==> config.mk <==
export PLATFORM = sky130hd
export DESIGN_NAME = exec_unit_flat
export DESIGN_NICKNAME = d
export VERILOG_FILES = /design/src/rtl/exec_pkg.sv /design/src/rtl/exec_if.sv /design/src/rtl/exec_mul_seq.sv /design/src/rtl/exec_unit.sv /design/src/flat_wrapper.sv
export SDC_FILE = /design/constraint.sdc
export NUM_CORES = 1
export LEC_CHECK = 0
export ABC_AREA = 1
export BUFFER_PORTS_ARGS = -buffer_cell sky130_fd_sc_hd__buf_2
export CAP_MARGIN = 10
export CORE_MARGIN = 4
export CORE_UTILIZATION = 45
export CTS_BUF_LIST = sky130_fd_sc_hd__clkbuf_4 sky130_fd_sc_hd__clkbuf_8
export CTS_CLUSTER_DIAMETER = 100
export DETAILED_ROUTE_END_ITERATION = 6
export PLACE_DENSITY = 0.67
export SYNTH_ARGS = -nofsm -noshare
export SYNTH_HDL_FRONTEND = slang
export SYNTH_SLANG_ARGS = --single-unit
==> constraint.sdc <==
create_clock -name clk -period 7.06 [get_ports clk]
set_clock_uncertainty 0.15 [all_clocks]
set_input_delay 1.412 -clock clk [delete_from_list [all_inputs] [get_ports clk]]
set_output_delay 1.412 -clock clk [all_outputs]
set_load 0.02 [all_outputs]
==> src/rtl/exec_pkg.sv <==
// Shared definitions for the execute stage: widths, opcodes and FSM state encoding.
// The optional multiplier is enabled with the EXEC_MUL_EN macro.
package exec_pkg;
  localparam int DATA_W = 8;
  localparam int ADDR_W = 3;
  localparam int OP_W   = 3;

  localparam logic [OP_W-1:0] OP_ADD = 3'd0;
  localparam logic [OP_W-1:0] OP_SUB = 3'd1;
  localparam logic [OP_W-1:0] OP_AND = 3'd2;
  localparam logic [OP_W-1:0] OP_OR  = 3'd3;
  localparam logic [OP_W-1:0] OP_XOR = 3'd4;
  localparam logic [OP_W-1:0] OP_SLL = 3'd5;
  localparam logic [OP_W-1:0] OP_SRL = 3'd6;
  localparam logic [OP_W-1:0] OP_MUL = 3'd7;

  typedef enum logic [1:0] {
    S_IDLE = 2'd0,
    S_MUL  = 2'd1,
    S_DONE = 2'd2
  } exec_state_e;
endpackage

==> src/rtl/exec_if.sv <==
// Issue and register-file write-port bundle between the operand stage and exec_unit.
// Handshake: an issue fires on a rising clk edge where in_valid && in_ready; op/a/b/dst are
// sampled only then, and the master must hold them while in_ready is low.
interface exec_if;
  import exec_pkg::*;

  logic              in_valid;
  logic              in_ready;
  logic [OP_W-1:0]   op;
  logic [DATA_W-1:0] a;
  logic [DATA_W-1:0] b;
  logic [ADDR_W-1:0] dst;
  logic              regwrite;
  logic [ADDR_W-1:0] wa;
  logic [DATA_W-1:0] wd;
  logic              flag_z;
  logic              flag_c;
  logic              illegal;

  modport master (
    output in_valid, op, a, b, dst,
    input  in_ready, regwrite, wa, wd, flag_z, flag_c, illegal
  );

  modport slave (
    input  in_valid, op, a, b, dst,
    output in_ready, regwrite, wa, wd, flag_z, flag_c, illegal
  );
endinterface

==> src/rtl/exec_mul_seq.sv <==
// Shift-add multiplier: start_i loads operands, then one partial product per cycle for W
// cycles; done_o flags the last iteration, with result_o carrying the truncated product.
module exec_mul_seq
  import exec_pkg::*;
#(
  parameter int W = DATA_W
) (
  input  logic         clk,
  input  logic         rst,
  input  logic         start_i,
  input  logic [W-1:0] a_i,
  input  logic [W-1:0] b_i,
  output logic         done_o,
  output logic [W-1:0] result_o
);
  localparam int CNT_W = $clog2(W);

  logic             busy_q;
  logic [CNT_W-1:0] cnt_q;
  logic [W-1:0]     mcand_q;
  logic [W-1:0]     mplier_q;
  logic [W-1:0]     acc_q;
  logic [W-1:0]     acc_d;

  assign acc_d    = acc_q + (mplier_q[0] ? mcand_q : '0);
  assign done_o   = busy_q && (cnt_q == CNT_W'(W - 1));
  // Exposing acc_d lets the caller capture the product on the same edge as the last step.
  assign result_o = acc_d;

  always_ff @(posedge clk) begin
    if (rst) begin
      busy_q   <= 1'b0;
      cnt_q    <= '0;
      mcand_q  <= '0;
      mplier_q <= '0;
      acc_q    <= '0;
    end else if (start_i) begin
      busy_q   <= 1'b1;
      cnt_q    <= '0;
      mcand_q  <= a_i;
      mplier_q <= b_i;
      acc_q    <= '0;
    end else if (busy_q) begin
      acc_q    <= acc_d;
      mcand_q  <= mcand_q << 1;
      mplier_q <= mplier_q >> 1;
      cnt_q    <= cnt_q + CNT_W'(1);
      if (done_o) busy_q <= 1'b0;
    end
  end
endmodule

==> src/rtl/exec_unit.sv <==
// Execute stage feeding the register-file write port. Single-cycle ALU ops; op 7 runs the
// shift-add multiplier when EXEC_MUL_EN is defined, otherwise it pulses illegal.
module exec_unit
  import exec_pkg::*;
(
  input  logic        clk,
  input  logic        rst,
  exec_if.slave       bus,
  output exec_state_e dbg_state_o
);
  exec_state_e       state_q, state_d;
  logic              fire;
  logic [DATA_W:0]   alu_full;
  logic [DATA_W-1:0] alu_res;
  logic              alu_c;

  logic              regwrite_q, regwrite_d;
  logic [ADDR_W-1:0] wa_q, wa_d;
  logic [DATA_W-1:0] wd_q, wd_d;
  logic              fz_q, fz_d;
  logic              fc_q, fc_d;
  logic              illegal_q, illegal_d;

  // Gating ready with rst makes reset win over a same-cycle issue.
  assign bus.in_ready = ~rst && (state_q == S_IDLE);
  assign fire         = bus.in_valid && bus.in_ready;

  always_comb begin
    alu_full = '0;
    case (bus.op)
      OP_ADD:  alu_full = {1'b0, bus.a} + {1'b0, bus.b};
      OP_SUB:  alu_full = {1'b0, bus.a} - {1'b0, bus.b};
      OP_AND:  alu_full = {1'b0, bus.a & bus.b};
      OP_OR:   alu_full = {1'b0, bus.a | bus.b};
      OP_XOR:  alu_full = {1'b0, bus.a ^ bus.b};
      OP_SLL:  alu_full = {1'b0, bus.a << bus.b[2:0]};
      OP_SRL:  alu_full = {1'b0, bus.a >> bus.b[2:0]};
      default: alu_full = '0;
    endcase
  end
  assign alu_res = alu_full[DATA_W-1:0];
  assign alu_c   = alu_full[DATA_W];

`ifdef EXEC_MUL_EN
  logic              mul_done;
  logic [DATA_W-1:0] mul_res;
  logic [ADDR_W-1:0] dst_q;

  exec_mul_seq #(.W(DATA_W)) u_mul (
    .clk      (clk),
    .rst      (rst),
    .start_i  (fire && (bus.op == OP_MUL)),
    .a_i      (bus.a),
    .b_i      (bus.b),
    .done_o   (mul_done),
    .result_o (mul_res)
  );

  always_ff @(posedge clk) begin
    if (rst) dst_q <= '0;
    else if (fire) dst_q <= bus.dst;
  end
`endif

  always_comb begin
    state_d    = state_q;
    regwrite_d = 1'b0;
    wa_d       = wa_q;
    wd_d       = wd_q;
    fz_d       = fz_q;
    fc_d       = fc_q;
    illegal_d  = 1'b0;
    case (state_q)
      S_IDLE: begin
        if (fire) begin
          if (bus.op == OP_MUL) begin
`ifdef EXEC_MUL_EN
            state_d = S_MUL;
`else
            illegal_d = 1'b1;
`endif
          end else begin
            regwrite_d = (bus.dst != '0);
            wa_d       = bus.dst;
            wd_d       = alu_res;
            fz_d       = (alu_res == '0);
            fc_d       = alu_c;
          end
        end
      end
`ifdef EXEC_MUL_EN
      // The write is registered on the last iteration so it is visible during DONE.
      S_MUL: begin
        if (mul_done) begin
          state_d    = S_DONE;
          regwrite_d = (dst_q != '0);
          wa_d       = dst_q;
          wd_d       = mul_res;
          fz_d       = (mul_res == '0);
          fc_d       = 1'b0;
        end
      end
      S_DONE: state_d = S_IDLE;
`endif
      default: state_d = S_IDLE;
    endcase
  end

  always_ff @(posedge clk) begin
    if (rst) begin
      state_q    <= S_IDLE;
      regwrite_q <= 1'b0;
      wa_q       <= '0;
      wd_q       <= '0;
      fz_q       <= 1'b0;
      fc_q       <= 1'b0;
      illegal_q  <= 1'b0;
    end else begin
      state_q    <= state_d;
      regwrite_q <= regwrite_d;
      wa_q       <= wa_d;
      wd_q       <= wd_d;
      fz_q       <= fz_d;
      fc_q       <= fc_d;
      illegal_q  <= illegal_d;
    end
  end

  assign bus.regwrite = regwrite_q;
  assign bus.wa       = wa_q;
  assign bus.wd       = wd_q;
  assign bus.flag_z   = fz_q;
  assign bus.flag_c   = fc_q;
  assign bus.illegal  = illegal_q;
  assign dbg_state_o  = state_q;
endmodule
==> src/flat_wrapper.sv <==
// flat-port wrapper written by rule: the top's interface ports become plain ports
module exec_unit_flat import exec_pkg::*;
  (clk, rst, dbg_state_o, bus_in_valid, bus_op, bus_a, bus_b, bus_dst, bus_in_ready, bus_regwrite, bus_wa, bus_wd, bus_flag_z, bus_flag_c, bus_illegal);
  exec_if bus_i ();
  input  logic clk;
  input  logic rst;
  output exec_state_e dbg_state_o;
  input wire logic [$bits(bus_i.in_valid)-1:0] bus_in_valid;
  input wire logic [$bits(bus_i.op)-1:0] bus_op;
  input wire logic [$bits(bus_i.a)-1:0] bus_a;
  input wire logic [$bits(bus_i.b)-1:0] bus_b;
  input wire logic [$bits(bus_i.dst)-1:0] bus_dst;
  output wire logic [$bits(bus_i.in_ready)-1:0] bus_in_ready;
  output wire logic [$bits(bus_i.regwrite)-1:0] bus_regwrite;
  output wire logic [$bits(bus_i.wa)-1:0] bus_wa;
  output wire logic [$bits(bus_i.wd)-1:0] bus_wd;
  output wire logic [$bits(bus_i.flag_z)-1:0] bus_flag_z;
  output wire logic [$bits(bus_i.flag_c)-1:0] bus_flag_c;
  output wire logic [$bits(bus_i.illegal)-1:0] bus_illegal;
  assign bus_i.in_valid = bus_in_valid;
  assign bus_i.op = bus_op;
  assign bus_i.a = bus_a;
  assign bus_i.b = bus_b;
  assign bus_i.dst = bus_dst;
  assign bus_in_ready = bus_i.in_ready;
  assign bus_regwrite = bus_i.regwrite;
  assign bus_wa = bus_i.wa;
  assign bus_wd = bus_i.wd;
  assign bus_flag_z = bus_i.flag_z;
  assign bus_flag_c = bus_i.flag_c;
  assign bus_illegal = bus_i.illegal;
  exec_unit u_core (.clk(clk), .rst(rst), .bus(bus_i), .dbg_state_o(dbg_state_o));
endmodule
==> results.txt, run 1 <==
----------------------------------------------------
[Detailed routing]
  Detail-routed net length per standard cell ... 13.42 um
  Vias/cell ... 5.147
  Remaining design rule violation count ... 0
  Initial detailed-routing violation count ... 235
  Wirelength, routed ... 6.672 mm
  Via count ... 2,558
  Number of nets with antenna violations after routing ... 0
  Number of iterations in the first detailed-routing pass ... 5

[Final layout]
  Fraction of layout cells with a size suffix above 1 ... 0.1442
  Most frequent cells in the layout ... nand2_1, inv_1, nand3_1
  Area added between synthesis and finish ... 11.55%
  Most common cell after layout, fill and taps aside ... nand2_1
  Core utilization of the finished layout ... 0.5226
  Total Nets Final ... 483
  Fill cell count ... 515
  Antenna cell count ... 0

[Logic synthesis]
  Top cells by area in the synthesized netlist ... nand2_1, ha_1, dfxtp_1
  Netlist area before placement ... 0.002242 mm^2
  Number of different library cells in the post-synthesis netlist ... 30
  Part of the Yosys area used for sequential elements ... 0.1339
  Average footprint of a synthesized cell ... 5.676 um^2
  Top-area cell type share of the netlist area ... 0.2009
  Synthesis warning total ... 0
  Gate Count Post-Synth ... 395
  Cell type with the highest aggregate area in the netlist ... nand2_1
  Count of state elements after synthesis ... 15

[Job]
  Max Cap Violations ... 0

[Global route]
  Vias in the first global route ... 2,344
  Overall routing resource usage ... 0.2215
  Pin count of the biggest net entering global routing ... 20
  Remaining global-route overflow ... 0
  Number of antenna violations at the first check in global routing ... 0
  Global-route wire length before repair ... 10.96 mm

[Timing]
  Portion of the clock cycle consumed by the worst path in the final layout ... 0.5637
  Setup total negative slack ... 0 ns
  Unrepaired setup endpoints after global routing ... false
  Fin crit period ... 3.980 ns
  Crit path setup slack, layout ... 3.080 ns
  Count of final setup violators ... 0
  Final count of hold timing violations ... 0
  Maximum clock frequency ... 251.3 MHz
  Final Max Slew Viols ... 0

[Clock network]
  Count of instances resized after the clock tree is built ... 0
  Post-CTS Hold Fix Bufs ... 0
  CTS H-tree lvls ... 1
  Count of buffers added by post-CTS timing repair for setup ... 0
  Number of CTS-inserted buffers ... 3
  Worst-skew pair later-pin latency ... 0.25 ns
  Clock Root Buffer ... clkbuf_8
  Max clock buf depth ... 2
  Clock-pin slew on the worst setup and hold paths ... 0.06 ns
  Clock tree from TritonCTS ... yes
  Total clock sinks ... 15

[Place]
  Worst slack at placement ... 2.880 ns
  Number of input and output port buffers inserted ... 40
  Estimated wirelength of the detail-placed design ... 5.414 mm
  Global placer's final weighted congestion ... 0.9487

[Setup path]
  Critical Path End Type ... flip-flop
  Critical path required time ... 7.10 ns
  Type of the setup path with the least slack ... input pin to flip-flop
  Data arrival time of the critical path ... 4.02 ns
  Startpoint of the worst-slack reg-to-reg timing path ... u_core.bus.wd[7]
  Chain of cells forming the critical path ... buf_2 -> inv_2 -> ha_1 -> inv_1 -> nor3_1 -> inv_1 -> nor3_1 -> or2_2 -> xor2_1 -> inv_1 -> ha_1 -> nand2_1 -> inv_1 -> a21oi_1 -> nand3b_1 -> nand3_1 -> nand3_1 -> nor2_1 -> nand2_1 -> a21oi_2
  Largest fanout on the critical path ... 14
  Startpoint class of the critical path ... input pin
  Master of the slowest instance on the critical path ... ha_1
  Worst setup path start ... bus_b[1]
  Sum of buffers and inverters on the critical path ... 6
  Cell type with the highest occurrence count on the critical path ... inv_1
  Crit path max-delay family ... simple AND/OR/NAND/NOR gates
  Peak per-stage delay on the critical path ... 0.31 ns

[Power]
  Maximum ir drop on the vdd rail ... 0.00007912 V
  Combinational group share of total power ... 0.488
  Leakage ... 1.482 nW
  Fraction of power spent switching nets ... 0.4291
  Seq pwr share ... 0.292
  Power density over cell area ... 127.7 mW/mm^2
  Power dissipated by switching net loads ... 0.1370 mW
  Internal cell power ... 0.1823 mW
  Total design power ... 0.3193 mW
  Clock network fraction of design power ... 0.221

[Min path]
  Path category of the worst min-delay check ... flip-flop to flip-flop
  Source of the worst hold timing path ... u_core.bus.wa[1]

[Floorplan]
  Core region area ... 0.004786 mm^2
  Vertical die dimension ... 78.59 um
  Die Footprint ... 0.006176 mm^2
  X dimension of the die ... 78.59 um
  Initial standard-cell utilization of the core ... 0.4685
  Standard-cell rows ... 25
  Top-level port count ... 43

[Run status]
  Run status ... finished, final reports clean

----------------------------------------------------
## state kept, by name, summed over array words and instances, names as in the netlist
register	count
u_core.bus.illegal	1
u_core.bus.flag_z	1
u_core.bus.wa	3
u_core.bus.regwrite	1
u_core.bus.flag_c	1
u_core.bus.wd	8
## synthesized netlist by cell type
| master | number |
|---|---|
| nand3_1 | 55 |
| xor2_1 | 6 |
| o211ai_1 | 1 |
| nor2_4 | 2 |
| clkinv_2 | 1 |
| a31oi_1 | 2 |
| inv_4 | 1 |
| xnor2_1 | 1 |
| or2_2 | 4 |
| a21oi_1 | 9 |
| nand4_2 | 1 |
| buf_4 | 6 |
| nor2_2 | 1 |
| nor2_1 | 39 |
| nand2_2 | 4 |
| dfxtp_1 | 15 |
| or2_1 | 1 |
| nor3_1 | 6 |
| nand3b_1 | 2 |
| buf_6 | 2 |
| nand4_1 | 8 |
| inv_2 | 2 |
| ha_1 | 26 |
| a21oi_2 | 2 |
| fa_1 | 1 |
| nand2_1 | 120 |
| o21ai_0 | 10 |
| clkbuf_1 | 2 |
| conb_1 | 1 |
| inv_1 | 64 |
## cells by family after synthesis
group	synth area share
other	0.001673
AND/OR/NAND/NOR	0.4749
flip-flops	0.1339
AO/OA/AOI/OAI	0.05915
XOR/XNOR	0.02734
adder cells (fa/ha/maj)	0.1540
buffers and inverters	0.1490
## metal layers
metal | vias to the layer above | track usage | wire, um | part of all wire
li1 | 1312 | - | - | -
met2 | 94 | 0.3701 | 3010 | 0.45
met5 | - | 0 | 0 | 0
met4 | 0 | 0.06818 | 215 | 0.032
met1 | 1132 | 0.2938 | 3019 | 0.45
met3 | 20 | 0.02982 | 427 | 0.064
## through the flow
stage               hold WS, ns  cell area [um^2]  instances
detailed placement       0.3077              2455        493
finish                   0.3149              2501        497
global route             0.3531              2501        497
global placement         0.3018              2455        493
floorplan                0.3872              2246        396
CTS                      0.3185              2501        497
## layout make-up
cell class,count,area [um^2],area share
timing repair buffer,40,200.2,0.08004
tap,67,83.83,0.03352
clock buffer,3,41.29,0.01651
inverter,68,259.0,0.1036
sequential,15,300.3,0.1201
clock inverter,1,5.005,0.002001
multi-input combinational,303,1612,0.6443
## worst register-to-register path, cell delays in order, from the launching register on
cell and delay (ns):
dfxtp_1 0.30, o21ai_0 0.15, a31oi_1 0.06
## path summary, 6_finish.rpt
kind	endpoint	depth (start not counted)	slack (ns)
worst min register to register	u_core.bus.wa[1]	2	0.31
worst max register to register	u_core.bus.wd[7]	2	6.27
worst min-delay path	u_core.bus.wa[1]	2	0.31
worst max-delay path	u_core.bus.flag_z	20	3.08
## power groups by stage
stage | Clock [mW] | Sequential [mW] | Combinational (mW)
2_1_floorplan | 0 | 0.103 | 0.104
3_3_place_gp | 0 | 0.0950 | 0.153
3_5_place_dp | 0 | 0.0950 | 0.154
4_1_cts | 0.0722 | 0.0931 | 0.154
5_1_grt | 0.0783 | 0.0936 | 0.178
6_report | 0.0705 | 0.0931 | 0.156
No activity file was read; power rests on OpenSTA's default activity.
==> inputs of run 2 (changes only) <==
Clock period 7.06 ns to 4.1 ns, I/O delays scaled along.
==> run 2 against run 1 <==
Effect of this change:
- sequential share of layout area about the same
- total power up 74%
- setup slack worse by 2.3 ns
- wire length increased by 1.8%
- cell area increased by 0.40%
- critical path type unchanged
- hold slack worse by 0.0065 ns
==> results.txt, run 2 (synthesized netlist as in run 1, its figures left out) <==
----------------------------------------------------
[Floorplan]
  Vertical die dimension ... 78.59 um (unchanged)
  Top-level port count ... 43 (unchanged)
  X dimension of the die ... 78.59 um (unchanged)
  Die Footprint ... 0.006176 mm^2 (unchanged)
  Standard-cell rows ... 25 (unchanged)
  Initial standard-cell utilization of the core ... 0.4685 (unchanged)
  Core region area ... 0.004786 mm^2 (unchanged)

[Clock network]
  Count of instances resized after the clock tree is built ... 0 (unchanged)
  Post-CTS Hold Fix Bufs ... 0 (unchanged)
  Max clock buf depth ... 2 (unchanged)
  Count of buffers added by post-CTS timing repair for setup ... 0 (unchanged)
  Clock Root Buffer ... clkbuf_8
  Number of CTS-inserted buffers ... 3 (unchanged)
  Clock tree from TritonCTS ... yes
  Clock-pin slew on the worst setup and hold paths ... 0.06 ns (about the same)
  CTS H-tree lvls ... 1 (unchanged)
  Worst-skew pair later-pin latency ... 0.25 ns (about the same)
  Total clock sinks ... 15 (unchanged)

[Global route]
  Overall routing resource usage ... 0.2290 (+0.007506)
  Number of antenna violations at the first check in global routing ... 0 (unchanged)
  Pin count of the biggest net entering global routing ... 20 (unchanged)
  Vias in the first global route ... 2,365 (+0.90%)
  Global-route wire length before repair ... 11.38 mm (+3.8%)
  Remaining global-route overflow ... 0 (unchanged)

[Final layout]
  Fraction of layout cells with a size suffix above 1 ... 0.1462 (+0.001986)
  Most common cell after layout, fill and taps aside ... nand2_1
  Total Nets Final ... 484 (+0.21%)
  Number of flip-flops under the largest register name ... 8 (unchanged)
  Most frequent cells in the layout ... nand2_1, inv_1, nand3_1
  Antenna cell count ... 0 (unchanged)
  Core utilization of the finished layout ... 0.5247 (+0.002092)
  Area added between synthesis and finish ... 12.00%
  Fill cell count ... 542 (+5.2%)

[Timing]
  Unrepaired setup endpoints after global routing ... false
  Fin crit period ... 3.350 ns
  Crit path setup slack, layout ... 0.7499 ns (-2.330 ns)
  Final Max Slew Viols ... 0 (unchanged)
  Portion of the clock cycle consumed by the worst path in the final layout ... 0.8171
  Count of final setup violators ... 0 (unchanged)
  Maximum clock frequency ... 298.5 MHz
  Setup total negative slack ... 0 ns (unchanged)
  Final count of hold timing violations ... 0 (unchanged)
  Worst-case hold slack ... 0.3084 ns (-0.006503 ns)

[Setup path]
  Chain of cells forming the critical path ... buf_2 -> inv_2 -> ha_1 -> inv_1 -> nor3_1 -> inv_1 -> nor3_1 -> or2_2 -> xor2_1 -> inv_1 -> ha_1 -> nand2_1 -> inv_1 -> a21oi_1 -> nand3b_1 -> nand3_1 -> nand3_1 -> nor2_1 -> nand2_1 -> a21oi_2
  Critical path required time ... 4.14 ns (-2.96 ns)
  Type of the setup path with the least slack ... input pin to flip-flop
  Data arrival time of the critical path ... 3.39 ns (-0.63 ns)
  Startpoint class of the critical path ... input pin
  Crit path max-delay family ... simple AND/OR/NAND/NOR gates
  Sum of buffers and inverters on the critical path ... 6 (unchanged)
  Master of the slowest instance on the critical path ... ha_1
  Critical Path End Type ... flip-flop
  Cell type with the highest occurrence count on the critical path ... inv_1
  Peak per-stage delay on the critical path ... 0.31 ns (about the same)
  Largest fanout on the critical path ... 14 (unchanged)

[Place]
  Worst slack at placement ... 0.5512 ns (-2.329 ns)
  Number of input and output port buffers inserted ... 40 (unchanged)
  Global placer's final weighted congestion ... 0.9765 (+2.9%)
  Estimated wirelength of the detail-placed design ... 5.549 mm (+2.5%)

[Run status]
  Run status ... finished, final reports clean

[Power]
  Leakage ... 1.488 nW (+0.37%)
  Power density over cell area ... 220.7 mW/mm^2 (+73%)
  Total design power ... 0.5542 mW (+74%)
  Maximum ir drop on the vdd rail ... 0.0001949 V (+150%)

[Min path]
  Path category of the worst min-delay check ... flip-flop to flip-flop

[Detailed routing]
  Wirelength, routed ... 6.794 mm (+1.8%)
  Initial detailed-routing violation count ... 236 (+0.43%)
  Number of nets with antenna violations after routing ... 0 (unchanged)
  Detail-routed net length per standard cell ... 13.64 um (+1.6%)
  Vias/cell ... 5.040 (-2.1%)
  Remaining design rule violation count ... 0 (unchanged)
  Number of iterations in the first detailed-routing pass ... 4 (-1)
  Via count ... 2,510 (-1.9%)

[Job]
  Max Cap Violations ... 0 (unchanged)

----------------------------------------------------
[run 2: cell types whose count changed in the layout (fill, tap and decap cells not counted), sizes merged]
cell and change:
clkbuf +1, buf +1, clkinv -1
[run 2: layer usage]
layer | wire length [um] | global-route usage | vias up | part of all wire
met4 | 146 | 0.05594 | 0 | 0.021
met5 | 0 | 0 | - | 0
met1 | 2895 | 0.3181 | 1090 | 0.43
li1 | - | - | 1307 | -
met3 | 631 | 0.03211 | 16 | 0.093
met2 | 3121 | 0.3710 | 97 | 0.46
[run 2: final cells by class]
type	instances	area (um^2)	share of cell area
repair buffers	41	207.7	0.08271
flip-flops and latches	15	300.3	0.1196
well taps	67	83.83	0.03338
inverters	68	259.0	0.1031
multi-input cells	303	1612	0.6418
clock buffers	4	48.80	0.01943
[run 2: worst min-delay path, cell delays in order, from the launching register on]
cell and delay, ns:
dfxtp_1 0.30, nand3_1 0.07, nand2_1 0.04
[run 2: path summary, 6_finish.rpt]
| path | from | endpoint | slack (ns) | depth (start not counted) |
|---|---|---|---|---|
| worst max register to register | u_core.bus.wd[7] | u_core.bus.wd[7] | 3.31 | 2 |
| worst min register to register | u_core.bus.wa[0] | u_core.bus.wa[0] | 0.31 | 2 |
| worst min-delay path | u_core.bus.wa[0] | u_core.bus.wa[0] | 0.31 | 2 |
| worst max-delay path | bus_b[1] | u_core.bus.flag_z | 0.75 | 20 |
[run 2: where the power goes]
| group | switching, mW | leakage (nW) | internal, mW |
|---|---|---|---|
| clock network | 0.0478 | 0.0262 | 0.0754 |
| registers | 0.00455 | 0.123 | 0.156 |
| logic | 0.179 | 1.34 | 0.0913 |
[run 2: metrics by stage]
step                instances  instance area [um^2]
detailed placement        494                  2462
finish                    498                  2511
CTS                       498                  2511
global placement          494                  2462
floorplan                 396                  2246
global route              498                  2511
